`src/rtl/row_perm_pkg.sv`:
```
// row_perm_pkg: shared definitions for the row permuter.
//   row_w / mode_w   : index widths derived from N_ROWS / N_MODES
//   row_idx_t        : generic row index, wide enough for any supported N_ROWS
//   default_perm()   : reset contents of the permutation table
package row_perm_pkg;

  localparam int unsigned MAX_ROW_W = 8;

  typedef logic [MAX_ROW_W-1:0] row_idx_t;

  // Built-in 4-row table, 2 bits per entry at [(mode*4+row)*2 +: 2].
  // Row 0 sits in the low bits of each mode group.
  //   mode0 {2,1,0,3}  mode1 {0,3,2,1}  mode2 {1,0,3,2}  mode3 {3,2,1,0}
  localparam logic [31:0] DEF4_TABLE = {
    2'd0, 2'd1, 2'd2, 2'd3,   // mode3, rows 3..0
    2'd2, 2'd3, 2'd0, 2'd1,   // mode2
    2'd1, 2'd2, 2'd3, 2'd0,   // mode1
    2'd3, 2'd0, 2'd1, 2'd2    // mode0
  };

  function automatic int unsigned row_w(input int unsigned n_rows);
    return (n_rows <= 1) ? 1 : $clog2(n_rows);
  endfunction

  function automatic int unsigned mode_w(input int unsigned n_modes);
    return (n_modes <= 1) ? 1 : $clog2(n_modes);
  endfunction

  // Source row for (mode, row) after reset; identity outside the 4-row table.
  function automatic row_idx_t default_perm(input int unsigned mode,
                                            input int unsigned row,
                                            input int unsigned n_rows);
    row_idx_t v;
    v = '0;
    if (n_rows == 4 && mode < 4 && row < 4) begin
      v[1:0] = DEF4_TABLE[(mode*4 + row)*2 +: 2];
    end else begin
      v = row_idx_t'(row);
    end
    return v;
  endfunction

endpackage

```
`src/rtl/row_perm_table.sv`:
```
// row_perm_table: runtime-programmable permutation table.
//   clk, rst          : clock, async active-high reset (reloads defaults)
//   we/wr_mode/wr_row/wr_src : write table[wr_mode][wr_row] = wr_src
//   wr_err            : combinational pulse, write strobed with an out-of-range field
//   rd_mode           : mode to read
//   rd_sel            : source row per output row, row r at [r*ROW_W +: ROW_W]
//   rd_err            : rd_mode out of range (rd_sel then holds identity)
module row_perm_table
  import row_perm_pkg::*;
#(
  parameter  int unsigned N_ROWS  = 4,
  parameter  int unsigned N_MODES = 4,
  localparam int unsigned ROW_W   = row_w(N_ROWS),
  localparam int unsigned MODE_W  = mode_w(N_MODES)
) (
  input  logic                    clk,
  input  logic                    rst,
  input  logic                    we,
  input  logic [MODE_W-1:0]       wr_mode,
  input  logic [ROW_W-1:0]        wr_row,
  input  logic [ROW_W-1:0]        wr_src,
  output logic                    wr_err,
  input  logic [MODE_W-1:0]       rd_mode,
  output logic [N_ROWS*ROW_W-1:0] rd_sel,
  output logic                    rd_err
);

  logic [ROW_W-1:0] tbl [N_MODES][N_ROWS];

  always_comb begin
    wr_err = we && ((32'(wr_mode) >= N_MODES) ||
                    (32'(wr_row)  >= N_ROWS)  ||
                    (32'(wr_src)  >= N_ROWS));
  end

  always_ff @(posedge clk or posedge rst) begin
    if (rst) begin
      for (int unsigned m = 0; m < N_MODES; m++) begin
        for (int unsigned r = 0; r < N_ROWS; r++) begin
          tbl[MODE_W'(m)][ROW_W'(r)] <= ROW_W'(default_perm(m, r, N_ROWS));
        end
      end
    end else if (we && !wr_err) begin
      tbl[wr_mode][wr_row] <= wr_src;
    end
  end

  always_comb begin
    rd_err = (32'(rd_mode) >= N_MODES);
    rd_sel = '0;
    for (int unsigned r = 0; r < N_ROWS; r++) begin
      if (rd_err) begin
        rd_sel[r*ROW_W +: ROW_W] = ROW_W'(r);
      end else begin
        rd_sel[r*ROW_W +: ROW_W] = tbl[rd_mode][ROW_W'(r)];
      end
    end
  end

endmodule

```
`src/rtl/row_permuter.sv`:
```
// row_permuter: registered row permuter for the cipher datapath.
// Reorders whole rows of an N_ROWS x N_COLS matrix of W-bit elements using a
// per-beat mode that selects an entry of a programmable permutation table.
//   clk, rst                 : clock, async active-high reset
//   in_valid/in_ready        : input handshake (in_ready = !out_valid || out_ready)
//   in_data, in_mode         : matrix (row r, col c at [(r*N_COLS+c)*W +: W]) and mode
//   out_valid/out_ready      : output handshake, one register stage
//   out_data, out_mode       : permuted matrix and the mode used
//   cfg_we/cfg_mode/cfg_row/cfg_src : table write port
//   cfg_err, cfg_err_clr     : sticky error flag and its clear
//   xfer_cnt                 : accepted input beats, wrapping
// Optional build macro ROW_PERMUTER_INVERSE_EN adds in_inv/out_inv; in_inv=1
// scatters rows through the inverse map (highest source row wins, unwritten rows 0).
module row_permuter
  import row_perm_pkg::*;
#(
  parameter  int unsigned W       = 8,
  parameter  int unsigned N_ROWS  = 4,
  parameter  int unsigned N_COLS  = 4,
  parameter  int unsigned N_MODES = 4,
  parameter  int unsigned CNT_W   = 16,
  localparam int unsigned MODE_W  = mode_w(N_MODES),
  localparam int unsigned ROW_W   = row_w(N_ROWS),
  localparam int unsigned DATA_W  = N_ROWS*N_COLS*W
) (
  input  logic              clk,
  input  logic              rst,
  input  logic              in_valid,
  output logic              in_ready,
  input  logic [DATA_W-1:0] in_data,
  input  logic [MODE_W-1:0] in_mode,
`ifdef ROW_PERMUTER_INVERSE_EN
  input  logic              in_inv,
`endif
  output logic              out_valid,
  input  logic              out_ready,
  output logic [DATA_W-1:0] out_data,
  output logic [MODE_W-1:0] out_mode,
`ifdef ROW_PERMUTER_INVERSE_EN
  output logic              out_inv,
`endif
  input  logic              cfg_we,
  input  logic [MODE_W-1:0] cfg_mode,
  input  logic [ROW_W-1:0]  cfg_row,
  input  logic [ROW_W-1:0]  cfg_src,
  output logic              cfg_err,
  input  logic              cfg_err_clr,
  output logic [CNT_W-1:0]  xfer_cnt
);

  localparam int unsigned RB = N_COLS*W;  // bits per row

  logic [N_ROWS*ROW_W-1:0] sel;
  logic                    mode_bad;
  logic                    wr_err;
  logic                    accept;
  logic [DATA_W-1:0]       perm;

  row_perm_table #(
    .N_ROWS  (N_ROWS),
    .N_MODES (N_MODES)
  ) u_table (
    .clk     (clk),
    .rst     (rst),
    .we      (cfg_we),
    .wr_mode (cfg_mode),
    .wr_row  (cfg_row),
    .wr_src  (cfg_src),
    .wr_err  (wr_err),
    .rd_mode (in_mode),
    .rd_sel  (sel),
    .rd_err  (mode_bad)
  );

  assign in_ready = !out_valid || out_ready;
  assign accept   = in_valid && in_ready;

  // Table reads are combinational, so a beat accepted alongside a table write
  // sees the pre-write entry.
  always_comb begin
    perm = '0;
    for (int unsigned r = 0; r < N_ROWS; r++) begin
      for (int unsigned s = 0; s < N_ROWS; s++) begin
`ifdef ROW_PERMUTER_INVERSE_EN
        if (in_inv) begin
          // ascending r: a later source overwrites an earlier duplicate
          if (32'(sel[r*ROW_W +: ROW_W]) == s) begin
            perm[s*RB +: RB] = in_data[r*RB +: RB];
          end
        end else
`endif
        if (32'(sel[r*ROW_W +: ROW_W]) == s) begin
          perm[r*RB +: RB] = in_data[s*RB +: RB];
        end
      end
    end
  end

  always_ff @(posedge clk or posedge rst) begin
    if (rst) begin
      out_valid <= 1'b0;
      out_data  <= '0;
      out_mode  <= '0;
`ifdef ROW_PERMUTER_INVERSE_EN
      out_inv   <= 1'b0;
`endif
      cfg_err   <= 1'b0;
      xfer_cnt  <= '0;
    end else begin
      if (accept) begin
        out_valid <= 1'b1;
        out_data  <= perm;
        out_mode  <= in_mode;
`ifdef ROW_PERMUTER_INVERSE_EN
        out_inv   <= in_inv;
`endif
        xfer_cnt  <= xfer_cnt + CNT_W'(1);
      end else if (out_ready) begin
        out_valid <= 1'b0;
      end

      // a new error event takes priority over a simultaneous clear
      if (wr_err || (accept && mode_bad)) begin
        cfg_err <= 1'b1;
      end else if (cfg_err_clr) begin
        cfg_err <= 1'b0;
      end
    end
  end

endmodule

```
`config.mk`:
```
export PLATFORM = sky130hd
export DESIGN_NAME = row_permuter
export DESIGN_NICKNAME = d
export VERILOG_FILES = /design/src/rtl/row_perm_pkg.sv /design/src/rtl/row_perm_table.sv /design/src/rtl/row_permuter.sv
export SDC_FILE = /design/constraint.sdc
export NUM_CORES = 1
export LEC_CHECK = 0
export ABC_AREA = 1
export ABC_CLOCK_PERIOD_IN_PS = 9600
export BUFFER_PORTS_ARGS = -buffer_cell sky130_fd_sc_hd__buf_2
export CAP_MARGIN = 5
export CORE_ASPECT_RATIO = 1.5
export CORE_UTILIZATION = 40
export DETAILED_ROUTE_END_ITERATION = 10
export GPL_ROUTABILITY_DRIVEN = 0
export MAX_ROUTING_LAYER = met4
export SLEW_MARGIN = 10
export SYNTH_ARGS = -nofsm -noshare
export SYNTH_HDL_FRONTEND = slang
export SYNTH_HIERARCHICAL = 1
export SYNTH_SLANG_ARGS = --single-unit
```
`constraint.sdc`:
```
create_clock -name clk -period 9.6 [get_ports clk]
set_input_delay 2.88 -clock clk [delete_from_list [all_inputs] [get_ports clk]]
set_output_delay 2.88 -clock clk [all_outputs]
set_load 0.01 [all_outputs]
```
# --- Word-level counts from Yosys, hierarchy flattened ---
# Index checks and enable logic that the tools add are counted.
totals:
  regBits: 179
  in_bits: 142
  output_inout_bits: 149
  elab_cells: 77
classes:
  add_sub_neg: 1
  magnitude_cmp: 5
  n_eq_ne: 12
  mux: 26
  bitwise: 3
  reduce_logical: 10
op_table:
  columns: ["op", "count"]
  rows:
  - ["32-bit two-way mux", 16]
  - ["32-bit bitwise mux", 1]
  - ["8-bit two-way mux", 3]
  - ["16-bit by 1-bit adder with 16-bit output (second input constant)", 1]
  - ["8-bit binary-select mux with 2-bit select", 1]
  - ["8-bit demux with 2-bit select", 1]
  - ["2-bit == test (second input constant)", 8]
  - ["3-bit greater-or-equal comparator (second input constant)", 3]
  - ["2-bit inverter with 3-bit output", 3]
  - ["2-bit by 1-bit == test with 1-bit output (second input constant)", 4]
  - ["2-bit logical NOT", 4]
  - ["3-bit by 1-bit less-than comparator with 1-bit output (second input constant)", 2]
  - ["2-bit demux with 2-bit select", 1]
  - ["1-bit logical AND", 3]
  - ["1-bit two-way mux", 2]
  - ["2-bit two-way mux", 1]
  - ["2-bit nonzero test", 1]
  - ["1-bit logical NOT", 1]
  - ["1-bit logical OR", 1]

# --- Longest topological paths before layout ---
depth:
  depth_word: 9
  mapped_depth: 12
  ltp_nobuf: 10

# --- By module ---
# Netlist, hierarchy kept.
modules_own_cells:
  columns: ["module", "n_inst", "cells_each", "area_each_um2", "seq_area_each_um2"]
  rows:
  - ["row_permuter", 1, 1216, 8702.1, 3703.6]
  - ["row_perm_table", 1, 248, 1751.7, 820.8]

# --- Least setup slack after synthesis ---
# Ideal clock, no wire load.
synth_path:
  kind: "input -> output"
  start: "input out_ready"
  end: "output in_ready"
  arrival_ps: 2998
  required_ps: 6720
  setup_slack_ps: 3722
  path_stages: 2
  n_path_buf: 0
  cell_sequence: "inv_1 nand2_2"
synth_between:
  elab_chain_len: 1
synth_rtl:
  columns: ["item", "line", "text"]
  rows:
  - ["from (decl)", "row_permuter.sv:36", "input logic out_ready,"]
  - ["1-bit logical OR", "row_permuter.sv:75", "assign in_ready = !out_valid || out_ready;"]
  - ["to (decl)", "row_permuter.sv:29", "output logic in_ready,"]
# Every way passes these cells.

# --- Worst setup path after layout ---
# Ends and elaborated chain as after synthesis.

==> results.md <==
- Sequential cell area: 4520 sq um
- Number of levels the H-tree was split into: 4
- Remaining Overflow, GRT: 0
- Drc violations: 0
- Maximum clock frequency: between 0.15 and 0.2 GHz
- Layout cell share with drive strength beyond 1: 21.3%
- Min Clock Period, post-route: 6100 ps
- I/O pin total: 291
- Setup Buffers After CTS: 0
- Number of synthesized flops with an enable pin: 0
- Type of the worst setup path: primary input to output port
- Cell Int Power: 1630 uW
- Count of state elements after synthesis: 180
- Floorplan die height: around 200 um
- Crit-path slowest cell: sky130_fd_sc_hd__buf_2
- Insertion delay of the later-clocked pin in the worst-skew pair: about 460 ps
- First-pass GRT wire length: a little under 60000 um
- Proportion of synthesized chip area in sequential cells: around 43%
- Largest cells by area after synthesis: sky130_fd_sc_hd__dfrtp_1, sky130_fd_sc_hd__nand2_1, sky130_fd_sc_hd__o22a_1
- Largest area contributor in the netlist: sky130_fd_sc_hd__dfrtp_1
- Detailed Route Iter0 Violations: 1021
- Worst Setup Start Kind: primary input
- Clock root buffer: sky130_fd_sc_hd__clkbuf_16
- WL per Instance: roughly 19 um
- Number of warnings reported in the yosys synthesis log: 6
- Die Span X: about 130 um
- Final number of setup-violating endpoints: 0
- Cell type group with the largest total delay on the critical path: buffers and inverters
- Sum of net half-perimeters after detailed placement: ~25000 um
- Worst rel slew slack: a little under a fifth
- Unrepaired setup endpoints after global routing: no
- Final-layout fill cell count: 2647
- Initial antenna violation count: 9
- Drt pass-1 iters: 6
- Run status: completed
- Final worst path period share: about 64%
- Total number of nets in the final design: 1834
- Number of rows in the core area: just over 70
- CP arrival: between 3000 and 4000 ps
- Max-cap violations: 0
- Total Negative Setup Slacks: 0 ps
- Worst clock skew: 9.03 ps
- Initial Utilization: 40.6%
- Leakage: approximately 0.0063 uW
- TritonCTS clock tree: yes
- Vias per std cell: about 5.5
- Final Hold Vio Count: 0
- Count of instances resized after the clock tree is built: 0
- Buffers on Ports: 290
- Global routing usage summed across all routing layers: a little under a third
- Total number of vias: 11200
- Number of nets with antenna violations after detailed routing: 0
- Clock buffer depth: 2
- Area added between synthesis and finish: 20.4%
- Design Power: 2620 uW
- Part of the power in registers: between 30% and 40%
- Slew of the pin with the lowest slew margin: 1230 ps
- Proportion of power drawn by combinational gates: 34.0%
- Net switching power: between 900 and 1000 uW
- Maximum number of pins on one net before global-route repair: 133
- # clock sinks: 180
- List of cells traversed by the critical path: buf_2 -> inv_1 -> nand2_2 -> buf_2
- Worst setup path startpoint: out_ready
- Prevailing post-synth register cell: sky130_fd_sc_hd__dfrtp_1
- Power share of the clock group: 26.0%
- FFs w/ async S/R, synth: 100%
- Worst path required time: 6720 ps
- Most common cell in the netlist: sky130_fd_sc_hd__nand2_1
- Detailed Route WL: roughly 40000 um
- Post-CTS clock slew at the launch and capture registers of the worst setup and hold paths: around 70 ps
- Area inside the core boundary: approximately 26000 sq um
- Via count of the first global-routing pass: 10800
- Worst vdd ir: 140 uV
- Syn_area_per_cell: roughly 7.1 sq um
- Number of pins with negative max-slew slack in the final report: 0
- Most frequent cells after synthesis: sky130_fd_sc_hd__nand2_1, sky130_fd_sc_hd__dfrtp_1, sky130_fd_sc_hd__nand3_1, sky130_fd_sc_hd__o21ai_0, sky130_fd_sc_hd__o22a_1
- Worst path most repeated cell: sky130_fd_sc_hd__buf_2
- Type of the most critical hold path: flip-flop to flip-flop
- Buffers & Inverters on Critical Path: 3
- Final design area excluding fillers: ~13000 sq um
- Biggest fanout along the worst timing path: 3
- Multi-input gate area in the final layout: about 5300 sq um
- Power density over cell area: between 200 and 250 nW/um^2
- Switching Share: ~38%
- Source of the worst hold timing path: u_table/tbl[24]
- Yosys top cell area share: between 30 and 40%
- Total clock buffers created by CTS: 17
- Number of library cell types mapped by synthesis: 30
- Critical path endpoint category: output port
- Hold_buf cts: 0
- Area of the die: ~27000 sq um
- CP peak stage delay: 140 ps
- Number of instances in the synthesized netlist: around 1500
- Placed Instance Area: 12000 sq um
- Startpoint of the lowest-slack register-to-register path: out_valid
- Post-synthesis instance area: 10500 sq um
[sequential cells by signal, summed over array words and instances, names as in the netlist]
name         cells
out_mode         2
cfg_err          1
xfer_cnt        16
u_table/tbl     32
out_data       128
out_valid        1
[kinds of logic after synthesis]
family,count (synthesis),share of synthesized area (%)
buffers and inverters,170,7.18
flip-flops,180,43.3
AO/OA/AOI/OAI,249,15.5
other,1,0.0359
XOR/XNOR,10,0.838
adder cells (fa/ha/maj),1,0.120
AND/OR/NAND/NOR,853,33.1
[placed cells by master (no fill, tap or decap), drive strengths merged, types with 3 or more instances in the layout]
cell type and count:
o21ai 139, nand3 140, nor2 78, nor3 4, clkinvlp 3, buf 298
o22a 91, xnor2 6, nand4 14, o21bai 4, nand2 616, clkinv 6
diode 10, xor2 4, clkbuf 22, dfstp 16, o211ai 6, dfrtp 164
a21oi 8, inv 79
[metal layers]
layer / part of all wire [%] / GRT usage, % / vias to the layer above
met2: 49 / 49.0 / 511
met3: 8.2 / 5.68 / 94
met4: 4.0 / 16.2 / 0
li1: - / - / 5256
met1: 39 / 35.5 / 5369
met5: 0 / - / -
[worst paths after layout]
| check | cells after the start | end | slack [ps] |
|---|---|---|---|
| max | 4 | in_ready | 3500 |
| min | 2 | u_table/tbl[24] | 460 |
| max reg2reg | 7 | out_data[115] | 6540 |
| min reg2reg | 2 | u_table/tbl[24] | 460 |
| max in group asynchronous | 3 | out_data[76] | 5560 |
| min in group asynchronous | 2 | out_data[2] | 2510 |
[tightest hold or removal path, cell delays in order (launching register included)]
cell	delay, ps
sky130_fd_sc_hd__dfstp_2	370
sky130_fd_sc_hd__nand2_1	50
sky130_fd_sc_hd__nand2_1	40
[area by class of cell]
class / count / share of cell area, %
Multi-Input combinational cell: 1115 / 41.7
Sequential cell: 180 / 36.0
Timing Repair Buffer: 298 / 12.0
Clock buffer: 22 / 3.69
Tap cell: 333 / 3.31
Inverter: 79 / 2.44
Clock inverter: 10 / 0.656
Antenna cell: 10 / 0.199
[stage by stage]
stage / util (%) / std cells / hold slack, ps / worst slack [ps]
6_report: 48.8 / 2047 / 461 / 3500
3_5_place_dp: 46.6 / 2005 / 451 / 3490
2_1_floorplan: - / 1465 / 437 / 2740
5_1_grt: 48.8 / 2046 / 479 / 3460
4_1_cts: 48.7 / 2037 / 462 / 3490
3_3_place_gp: 46.6 / 2005 / 448 / 3490
[power groups by stage]
stage,Combinational (uW),Sequential [uW],Clock [uW]
2_1_floorplan,463,1100,0
3_3_place_gp,875,1060,0
5_1_grt,985,1070,714
4_1_cts,893,1050,692
6_report,892,1050,683
3_5_place_dp,889,1060,0
Note: power is estimated with default switching activity, not from simulation.
